[config.mk]
export PLATFORM = sky130hd
export DESIGN_NAME = stream_xor_compactor
export DESIGN_NICKNAME = d
export VERILOG_FILES = /design/src/rtl/stream_xor_compactor_pkg.sv /design/src/rtl/stream_xor_compactor_xor_fold.sv /design/src/rtl/stream_xor_compactor.sv
export SDC_FILE = /design/constraint.sdc
export NUM_CORES = 1
export LEC_CHECK = 0
export ABC_CLOCK_PERIOD_IN_PS = 2700
export CAP_MARGIN = 20
export CORE_UTILIZATION = 51
export CTS_BUF_LIST = sky130_fd_sc_hd__clkbuf_8
export DETAILED_ROUTE_END_ITERATION = 8
export GPL_ROUTABILITY_DRIVEN = 0
export PLACE_DENSITY = 0.92
export SKIP_LAST_GASP = 1
export SLEW_MARGIN = 5
export SYNTH_ARGS = -nofsm -noshare
export SYNTH_HDL_FRONTEND = slang
export SYNTH_SLANG_ARGS = --single-unit
export TNS_END_PERCENT = 30
[constraint.sdc]
create_clock -name ap_clk -period 2.7 [get_ports ap_clk]
set_input_delay 0.675 -clock ap_clk [delete_from_list [all_inputs] [get_ports ap_clk]]
set_output_delay 0.675 -clock ap_clk [all_outputs]
set_load 0.005 [all_outputs]
[src/rtl/stream_xor_compactor_pkg.sv]
// Shared types and elaboration helpers for the stream XOR compactor.
package stream_xor_compactor_pkg;

   // Run-framing FSM states (2-bit encoding)
   typedef enum logic [1:0] {
      ST_IDLE   = 2'd0,
      ST_RUN    = 2'd1,
      ST_DRAIN  = 2'd2,
      ST_REPORT = 2'd3
   } state_t;

   // Width of the DRAIN cycle counter
   localparam int DRAIN_CNT_W = 8;

   // Number of registered XOR-tree levels for n leaves (0 for a single leaf)
   function automatic int tree_levels(input int n);
      return (n <= 1) ? 0 : $clog2(n);
   endfunction

   // Number of live nodes at tree level lvl for n leaves
   function automatic int lvl_n(input int n, input int lvl);
      return (n + (1 << lvl) - 1) >> lvl;
   endfunction

endpackage

[src/rtl/stream_xor_compactor_xor_fold.sv]
// Combinational slice-XOR: folds an IN_W-bit word into OUT_W bits.
module xor_fold
   import stream_xor_compactor_pkg::*;
#(
   parameter int IN_W  = 32,
   parameter int OUT_W = 8
) (
   input  logic [IN_W-1:0]  din,
   output logic [OUT_W-1:0] dout
);

   localparam int N_SLICE = IN_W / OUT_W;

   // XOR every OUT_W-wide slice of the input together
   always_comb begin
      dout = '0;
      for (int i = 0; i < N_SLICE; i++) begin
         dout = dout ^ din[i*OUT_W +: OUT_W];
      end
   end

endmodule

[src/rtl/stream_xor_compactor.sv]
// Folds NUM_CH kernel write streams through a pipelined XOR tree onto a narrow
// pin bus, and keeps a per-run rotate-XOR signature plus a saturating word count.
module stream_xor_compactor
   import stream_xor_compactor_pkg::*;
#(
   parameter int NUM_CH     = 2,
   parameter int DIN_WIDTH  = 32,
   parameter int FOLD_WIDTH = 8,
   parameter int OUT_WIDTH  = 4,
   parameter int SIG_WIDTH  = 16,
   parameter int CNT_WIDTH  = 16
) (
   input  logic                        ap_clk,
   input  logic                        ap_rst_n,
   input  logic                        ap_start,
   input  logic                        ap_done,
   input  logic [NUM_CH*DIN_WIDTH-1:0] ch_din,
   input  logic [NUM_CH-1:0]           ch_write,
   output logic [OUT_WIDTH-1:0]        data_out,
   output logic                        data_valid,
   output logic [SIG_WIDTH-1:0]        sig_out,
   output logic                        sig_valid,
   output logic [CNT_WIDTH-1:0]        word_count,
   output logic                        busy
);

   localparam int L         = tree_levels(NUM_CH);
   localparam int DRAIN_CYC = 2 + L;
   localparam int WIDE_W    = CNT_WIDTH + 32;
   localparam logic [DRAIN_CNT_W-1:0] DRAIN_LAST = DRAIN_CNT_W'(DRAIN_CYC - 1);

   if (NUM_CH < 1) begin : g_chk_ch
      $error("NUM_CH must be at least 1");
   end
   if (DIN_WIDTH % FOLD_WIDTH != 0) begin : g_chk_din
      $error("DIN_WIDTH must be a multiple of FOLD_WIDTH");
   end
   if (FOLD_WIDTH % OUT_WIDTH != 0) begin : g_chk_fold
      $error("FOLD_WIDTH must be a multiple of OUT_WIDTH");
   end
   if (SIG_WIDTH < FOLD_WIDTH) begin : g_chk_sig
      $error("SIG_WIDTH must be at least FOLD_WIDTH");
   end

   function automatic logic [31:0] popcount(input logic [NUM_CH-1:0] v);
      logic [31:0] n;
      n = '0;
      for (int i = 0; i < NUM_CH; i++) begin
         n = n + 32'(v[i]);
      end
      return n;
   endfunction

   function automatic logic [CNT_WIDTH-1:0] sat_add(input logic [CNT_WIDTH-1:0] a,
                                                    input logic [31:0] b);
      logic [WIDE_W-1:0] sum;
      sum = WIDE_W'(a) + WIDE_W'(b);
      if (|sum[WIDE_W-1:CNT_WIDTH]) begin
         return '1;
      end
      return sum[CNT_WIDTH-1:0];
   endfunction

   function automatic logic [SIG_WIDTH-1:0] rotl1(input logic [SIG_WIDTH-1:0] s);
      return {s[SIG_WIDTH-2:0], s[SIG_WIDTH-1]};
   endfunction

   state_t                   state, state_nxt;
   logic                     start_q;
   logic                     start_rise;
   logic [DRAIN_CNT_W-1:0]   drain_cnt;
   logic                     drain_last;
   logic                     counting;

   logic [NUM_CH*FOLD_WIDTH-1:0] fold_p0;
   logic [NUM_CH*FOLD_WIDTH-1:0] fold_p1;
   logic [NUM_CH-1:0]            vld_p1;
   logic                         tag_p1;

   logic [FOLD_WIDTH-1:0] root_dat;
   logic                  root_vld;
   logic                  root_tag;
   logic [OUT_WIDTH-1:0]  out_fold;

   logic [SIG_WIDTH-1:0]  sig, sig_nxt;

   assign start_rise = ap_start & ~start_q;
   assign counting   = (state == ST_RUN) || (state == ST_DRAIN);
   assign drain_last = (drain_cnt == DRAIN_LAST);
   assign busy       = counting;
   assign sig_valid  = (state == ST_REPORT);

   // State register, start-edge history and DRAIN length counter
   always_ff @(posedge ap_clk or negedge ap_rst_n) begin
      if (!ap_rst_n) begin
         state     <= ST_IDLE;
         start_q   <= 1'b0;
         drain_cnt <= '0;
      end else begin
         state     <= state_nxt;
         start_q   <= ap_start;
         drain_cnt <= (state == ST_DRAIN) ? drain_cnt + 1'b1 : '0;
      end
   end

   // Next-state logic; start edges outside IDLE and done outside RUN are ignored
   always_comb begin
      state_nxt = state;
      case (state)
         ST_IDLE:   if (start_rise) state_nxt = ST_RUN;
         ST_RUN:    if (ap_done)    state_nxt = ST_DRAIN;
         ST_DRAIN:  if (drain_last) state_nxt = ST_REPORT;
         ST_REPORT: state_nxt = ST_IDLE;
         default:   state_nxt = ST_IDLE;
      endcase
   end

   for (genvar c = 0; c < NUM_CH; c++) begin : g_ch
      xor_fold #(.IN_W(DIN_WIDTH), .OUT_W(FOLD_WIDTH)) u_fold (
         .din  (ch_din[c*DIN_WIDTH +: DIN_WIDTH]),
         .dout (fold_p0[c*FOLD_WIDTH +: FOLD_WIDTH])
      );
   end

   // S1: per-channel folds with write strobes and run tag
   always_ff @(posedge ap_clk or negedge ap_rst_n) begin
      if (!ap_rst_n) begin
         fold_p1 <= '0;
         vld_p1  <= '0;
         tag_p1  <= 1'b0;
      end else begin
         fold_p1 <= fold_p0;
         vld_p1  <= ch_write;
         tag_p1  <= counting;
      end
   end

   for (genvar l = 0; l <= L; l++) begin : g_lvl
      localparam int N = lvl_n(NUM_CH, l);
      logic [N*FOLD_WIDTH-1:0] dat;
      logic [N-1:0]            vld;
      logic                    tag;

      if (l == 0) begin : g_leaf
         assign dat = fold_p1;
         assign vld = vld_p1;
         assign tag = tag_p1;
      end else begin : g_node
         localparam int NP = lvl_n(NUM_CH, l - 1);
         localparam int PW = 2 * N * FOLD_WIDTH;
         logic [PW-1:0]           pd;
         logic [2*N-1:0]          pv;
         logic [N*FOLD_WIDTH-1:0] dat_nxt;
         logic [N-1:0]            vld_nxt;

         assign pd = PW'(g_lvl[l-1].dat);
         assign pv = (2*N)'(g_lvl[l-1].vld);

         // Pair neighbours: XOR of the valid members; an odd tail passes through
         always_comb begin
            dat_nxt = '0;
            vld_nxt = '0;
            for (int i = 0; i < N; i++) begin
               if (2*i + 1 < NP) begin
                  dat_nxt[i*FOLD_WIDTH +: FOLD_WIDTH] =
                     (pv[2*i]   ? pd[(2*i)*FOLD_WIDTH +: FOLD_WIDTH]   : '0) ^
                     (pv[2*i+1] ? pd[(2*i+1)*FOLD_WIDTH +: FOLD_WIDTH] : '0);
                  vld_nxt[i] = pv[2*i] | pv[2*i+1];
               end else begin
                  dat_nxt[i*FOLD_WIDTH +: FOLD_WIDTH] = pd[(2*i)*FOLD_WIDTH +: FOLD_WIDTH];
                  vld_nxt[i] = pv[2*i];
               end
            end
         end

         // Tree level register; the run tag travels with the level
         always_ff @(posedge ap_clk or negedge ap_rst_n) begin
            if (!ap_rst_n) begin
               dat <= '0;
               vld <= '0;
               tag <= 1'b0;
            end else begin
               dat <= dat_nxt;
               vld <= vld_nxt;
               tag <= g_lvl[l-1].tag;
            end
         end
      end
   end

   assign root_dat = g_lvl[L].dat;
   assign root_vld = g_lvl[L].vld;
   assign root_tag = g_lvl[L].tag;

   xor_fold #(.IN_W(FOLD_WIDTH), .OUT_W(OUT_WIDTH)) u_out_fold (
      .din  (root_dat),
      .dout (out_fold)
   );

   // S3: narrow output word, forced to zero when not valid
   always_ff @(posedge ap_clk or negedge ap_rst_n) begin
      if (!ap_rst_n) begin
         data_out   <= '0;
         data_valid <= 1'b0;
      end else begin
         data_out   <= root_vld ? out_fold : '0;
         data_valid <= root_vld;
      end
   end

   // Signature step for roots that entered the pipe while a run was open
   always_comb begin
      sig_nxt = sig;
      if (root_vld && root_tag) begin
         sig_nxt = rotl1(sig) ^ SIG_WIDTH'(root_dat);
      end
   end

   // Run accumulators: cleared on run entry, signature captured on DRAIN exit
   always_ff @(posedge ap_clk or negedge ap_rst_n) begin
      if (!ap_rst_n) begin
         sig        <= '0;
         word_count <= '0;
         sig_out    <= '0;
      end else begin
         if (state == ST_IDLE && start_rise) begin
            sig        <= '0;
            word_count <= '0;
         end else begin
            sig <= sig_nxt;
            if (counting) begin
               word_count <= sat_add(word_count, popcount(ch_write));
            end
         end
         if (state == ST_DRAIN && drain_last) begin
            sig_out <= sig_nxt;
         end
      end
   end

endmodule

After elaboration in Yosys (flattened, before gate mapping) --
Index checks and enable logic that the tools add are counted.
Operators by class: add/subtract/negate cells 3, eq/ne operators 7, mux-type cells 17, bitwise logic cells 12, reductions and logical operators 8
Operators by type and width (count):
- 2-to-1 mux 16 bit | 6
- bitwise XOR 8 bit | 7
- OR reduction 32 bit | 1
- 2-to-1 mux 8 bit | 3
- adder 16 x 2 -> 17 bit | 1
- bitwise XOR 16 x 8 -> 16 bit | 1
- adder 8 x 1 -> 8 bit (second input constant) | 1
- equality test 8 x 2 -> 1 bit (second input constant) | 1
- one-hot mux 2 bit (4 select lines) | 1
- 2-to-1 mux 2 bit | 3
- != test 2 bit (second input constant) | 3
- equality test 2 bit (second input constant) | 2
- 2-to-1 mux 4 bit | 1
- bitwise XOR 4 bit | 1
- logical AND 1 bit | 3
- 2-to-1 mux 1 bit | 3
- AND reduction 3 bit | 1
- adder 1 x 1 -> 2 bit | 1
- equality test 2 x 1 -> 1 bit (second input constant) | 1
- zero test 2 bit | 1
- nonzero test 2 bit | 1
- bitwise AND 1 bit | 1
- logical OR 1 bit | 1
- NOT 1 bit | 1
- bitwise OR 1 bit | 1
Storage, ports and cells: flip-flop bits (word level) 93, bits of input ports 70

Depth between registers and ports, before layout --
depth after elaboration 9, mapped depth 9, mapped depth without buffers 8

Cells and area by module --
From an unflattened synthesis, not the netlist that was laid out.
Unflattened totals: cells, all modules 384, area total of the unflattened synthesis 4179.0 µm²
By module, submodules not included:
- stream_xor_compactor | times used 1, cells each 332, area an instance 3723.6 µm²
- xor_fold at g_ch[0].u_fold ... | times used 2, cells each 24, area an instance 210.2 µm²
- xor_fold at u_out_fold | times used 1, cells each 4, area an instance 35.0 µm²

Worst setup path after synthesis --
OpenSTA, ideal clock, no wires.
path kind input -> register, from input port ch_write[0], to register word_count[3], library setup time 0.080 ns, arrival time 2.539 ns, setup slack 0.081 ns, stages 9, buffers on the path 1, cell sequence inv_1 > fa_1 > inv_1 > ha_1 > nand4_4 > or4_4 > buf_6 > nor2b_4 > nor3_2
On the way: cells in the longest elaborated chain, start to end 9
RTL lines:
- start, declared | line stream_xor_compactor.sv:18 | input logic [NUM_CH-1:0] ch_write,
- adder 1 x 1 -> 2 bit * | line stream_xor_compactor.sv:49 | n = n + 32'(v[i]);
- adder 16 x 2 -> 17 bit * | line stream_xor_compactor.sv:57 | sum = WIDE_W'(a) + WIDE_W'(b);
- OR reduction 32 bit | line stream_xor_compactor.sv:58 | if (|sum[WIDE_W-1:CNT_WIDTH]) begin
- 2-to-1 mux 1 bit | line stream_xor_compactor.sv:58
- 2-to-1 mux 1 bit | line stream_xor_compactor.sv:231 | if (counting) begin
- 2-to-1 mux 1 bit | line stream_xor_compactor.sv:226 | if (state == ST_IDLE && start_rise) begin
- 2-to-1 mux 16 bit * | line stream_xor_compactor.sv:61 | return sum[CNT_WIDTH-1:0];
- 2-to-1 mux 16 bit * | line stream_xor_compactor.sv:231
- 2-to-1 mux 16 bit * | line stream_xor_compactor.sv:226
- end signal, assigned | line stream_xor_compactor.sv:232 | word_count <= sat_add(word_count, popcount(ch_write));
- end, declared | line stream_xor_compactor.sv:23 | output logic [CNT_WIDTH-1:0] word_count,
Every way passes the cells marked *; elsewhere a longest branch is shown, timed or not. The select of a mux whose other input is x is not followed. A chain may end at the register's enable or synchronous reset.

Worst setup path in the final report --
from input port ch_write[0], to register word_count[9]
Same word-level chain as after synthesis.

==> impl_metrics.env <==
export IMPL_final_cells=610
export IMPL_place_area_um2=5470
export IMPL_synth_top_family_by_area="XOR/XNOR gates"
export IMPL_antenna_found_initial=0
export IMPL_dpl_hpwl_um=6500
export IMPL_die_w_um=93.0
export IMPL_avgRoutedWirePerCell_um=14.9
export IMPL_cts_root_buf="clkbuf_8"
export IMPL_initial_core_util_pct=53.8
export IMPL_setup_viol=1
export IMPL_num_rows=32
export IMPL_ir_worst_vdd_uv=341
export IMPL_ios=109
export IMPL_hold_viol_final=0
export IMPL_synthCells=385
export IMPL_grt_pass1_wl_um=14200
export IMPL_fin_crit_ns=2.71
export IMPL_via_count=3259
export IMPL_cts_sinks=93
export IMPL_cp_startpoint="ch_write[0]"
export IMPL_critPathBufInv=4
export IMPL_fin_ws_ns=-0.0114
export IMPL_grt_total_usage_pct=21.7
export IMPL_clkLatencyLatePin_ns=0.37
export IMPL_required_ns=2.92
export IMPL_relSlewSlack_pct=37.4
export IMPL_timing_hold_ws_ns=0.251
export IMPL_drt_iter0_drc=132
export IMPL_multi_input_area_um2=1820
export IMPL_firstDrtPassIters=4
export IMPL_period_share_pct=100
export IMPL_final_layout_size_suffix_gt1_share_pct=9.06
export IMPL_grt_overflow=0
export IMPL_die_area_um2=8650
export IMPL_cts_tree="yes"
export IMPL_yosys_area_share_simple_pct=14.0
export IMPL_clk_pin_slew_ns=0.10
export IMPL_routed_via_density=5.34
export IMPL_reg2reg_from="word_count[0]$_DFFE_PN0P_"
export IMPL_clockBufferDepth=2
export IMPL_synth_edff_count=0
export IMPL_cp_arrival_ns=2.93
export IMPL_fin_nets=581
export IMPL_antenna_cells=0
export IMPL_cp_top_family="buffers and inverters"
export IMPL_hp_class="input port to async pin"
export IMPL_drt_total_wl_um=9120
export IMPL_rrSetupSlack_ns=0.46
export IMPL_grt_pass1_vias=3157
export IMPL_syn_to_final_growth_pct=35.5
export IMPL_grt_max_degree=58
export IMPL_coreArea_um2=7850
export IMPL_worst_pin_slew_ns=0.937
export IMPL_skew_ns=0.0134
export IMPL_worstSetupPathType="input port to flip-flop"
export IMPL_power_density_nw_per_um2=799
export IMPL_synthFlopType="dfrtp_1"
export IMPL_slowest_delay_ns=0.50
export IMPL_cts_inserted_buffers=9
export IMPL_violations="setup timing"
export IMPL_drc_errors=0
export IMPL_crit_path_top_delay_cell="a2111oi_1"
export IMPL_final_seq_area_um2=2330
export IMPL_syn_area_um2=4220
export IMPL_postRouteAntennaNets=0
export IMPL_crit_path_start_kind="input port"
export IMPL_endpoint_kind="flip-flop"
export IMPL_status="finished with violations"
export IMPL_dp_cells=593
export IMPL_drv_slew=0
export IMPL_muxShareOfSynthArea_pct=2.40
export IMPL_synth_distinct_cells=45
export IMPL_crit_path_max_fanout=4
export IMPL_synth_warnings=0
export IMPL_async_reset_ff_share_pct=100
export IMPL_die_height_um=93.0
export IMPL_avgSynthCellArea_um2=11.0
export IMPL_dp_slack_ns=-0.469
export IMPL_synth_nets=463
export IMPL_fmax_mhz=369
export IMPL_path_cells="clkdlybuf4s50_1, inv_1, fa_2, inv_2, ha_4, nand4_4, buf_4, nor3_4, a311oi_1, a2111oi_1"
export IMPL_synth_xor_area_share_pct=15.3
export IMPL_fill_cells=555
export IMPL_synth_seq_area_share_pct=55.1
export IMPL_synthAdderAreaFrac_pct=2.55
export IMPL_portBuffers=108
export IMPL_final_area_um2=5720
export IMPL_htreeDepth=3
export IMPL_synth_compound_area_share_pct=8.06
export IMPL_leakage_nw=2.47
export IMPL_ys_ff_latch=93
export IMPL_maxCapViolations=0
[cell type report]
class | instances | area share (%)
repair buffers | 120 | 20.6
clock buffers | 9 | 2.16
multi-input cells | 266 | 31.9
well taps | 102 | 2.23
inverters | 13 | 0.853
flip-flops and latches | 93 | 40.7
clock inverters | 7 | 1.57
[logic make-up (layout without fill, tap and decap cells)]
kind of cell | count (synthesis) | after routing
xor+xnor | 74 | 74
mux | 10 | 10
fa+ha+maj | 8 | 8
simple gates | 119 | 119
flops | 93 | 93
buf+inv | 26 | 149
compound gates | 55 | 55
[layer usage]
layer | wire (µm) | track usage, % | share of wire (%) | vias up
li1 | - | - | - | 1528
met1 | 3590 | 25.7 | 39 | 1571
met2 | 4830 | 38.3 | 53 | 140
met3 | 489 | 4.15 | 5.4 | 20
met4 | 207 | 9.62 | 2.3 | 0
met5 | 0 | 0 | 0 | -
[state kept, by name, summed over array words and instances, names as in the netlist]
signal and count:
drain_cnt 8, sig_out 16, g_lvl.vld 3, fold_p1 16, word_count 16, sig 16, data_out 4, g_lvl.tag 2
g_lvl.dat 8, data_valid 1, start_q 1, state 2
[repair_timing]
| item | CTS | global route |
|---|---|---|
| hold buffers | 0 | 0 |
| resized for setup | 1 | 7 |
| setup endpoints to repair | 4 | 8 |
| buffers inserted | 0 | 1 |
| pin swaps | 1 | 2 |
[report_power, final]
group | internal [W] | switching (W)
clock | 0.000516 | 0.000483
combinational | 0.000825 | 0.000720
sequential | 0.00176 | 0.000272
total | 0.00310 | 0.00147
[path summary, 6_finish.rpt]
kind / end / cells past startpoint
worst max-delay path: word_count[9]$_DFFE_PN0P_ / 10
worst min-delay path: sig_out[7]$_DFFE_PN0P_ / 1
worst max register to register: word_count[9]$_DFFE_PN0P_ / 9
worst min register to register: g_lvl[1].tag$_DFF_PN0_ / 0
max in group asynchronous: word_count[6]$_DFFE_PN0P_ / 2
min in group ap_clk: g_lvl[1].tag$_DFF_PN0_ / 0
[metrics by stage]
step                total power (W)  setup TNS, ns  util [%]
floorplan                   0.00284              0         -
global placement            0.00348          -3.60      69.7
detailed placement          0.00357          -4.91      69.7
CTS                         0.00456        -0.0149      72.5
global route                0.00484        -0.0655      72.9
finish                      0.00457        -0.0114      72.9
[synthesized netlist by cell type, drive strengths merged (2+ instances only)]
library cell,number,area [µm²]
a211oi,3,22.5
a21oi,11,55.1
a311oi,4,41.3
a31oi,7,43.8
a41oi,3,26.3
and2,4,25.0
and3,6,38.8
buf,4,23.8
clkbuf,9,33.8
dfrtp,93,2330
ha,7,87.6
inv,12,45.0
mux2i,9,90.1
nand2,36,135
nand3,7,35.0
nand4,6,52.6
nor2,39,146
nor2b,3,26.3
nor3,6,40.0
nor4,3,18.8
o21ai,23,115
or2,2,12.5
xnor2,43,377
xor2,31,272
[placed cells by master (no fill, tap or decap), types with 2 or more instances in the layout]
cell,count
a211oi_1,3
a21oi_1,11
a311oi_1,3
a31oi_1,7
a41oi_1,3
and2_1,4
and3_1,4
buf_4,12
bufinv_16,2
clkbuf_8,9
clkdlybuf4s50_1,107
clkinv_2,3
clkinvlp_4,2
dfrtp_1,93
ha_1,6
inv_1,11
mux2i_1,9
nand2_1,36
nand3_1,7
nand4_1,5
nor2_1,38
nor2b_1,2
nor3_1,3
nor3_2,2
nor4_1,3
o21ai_0,23
or2_2,2
xnor2_1,43
xor2_1,31
Power figures use the tool's default switching activity.
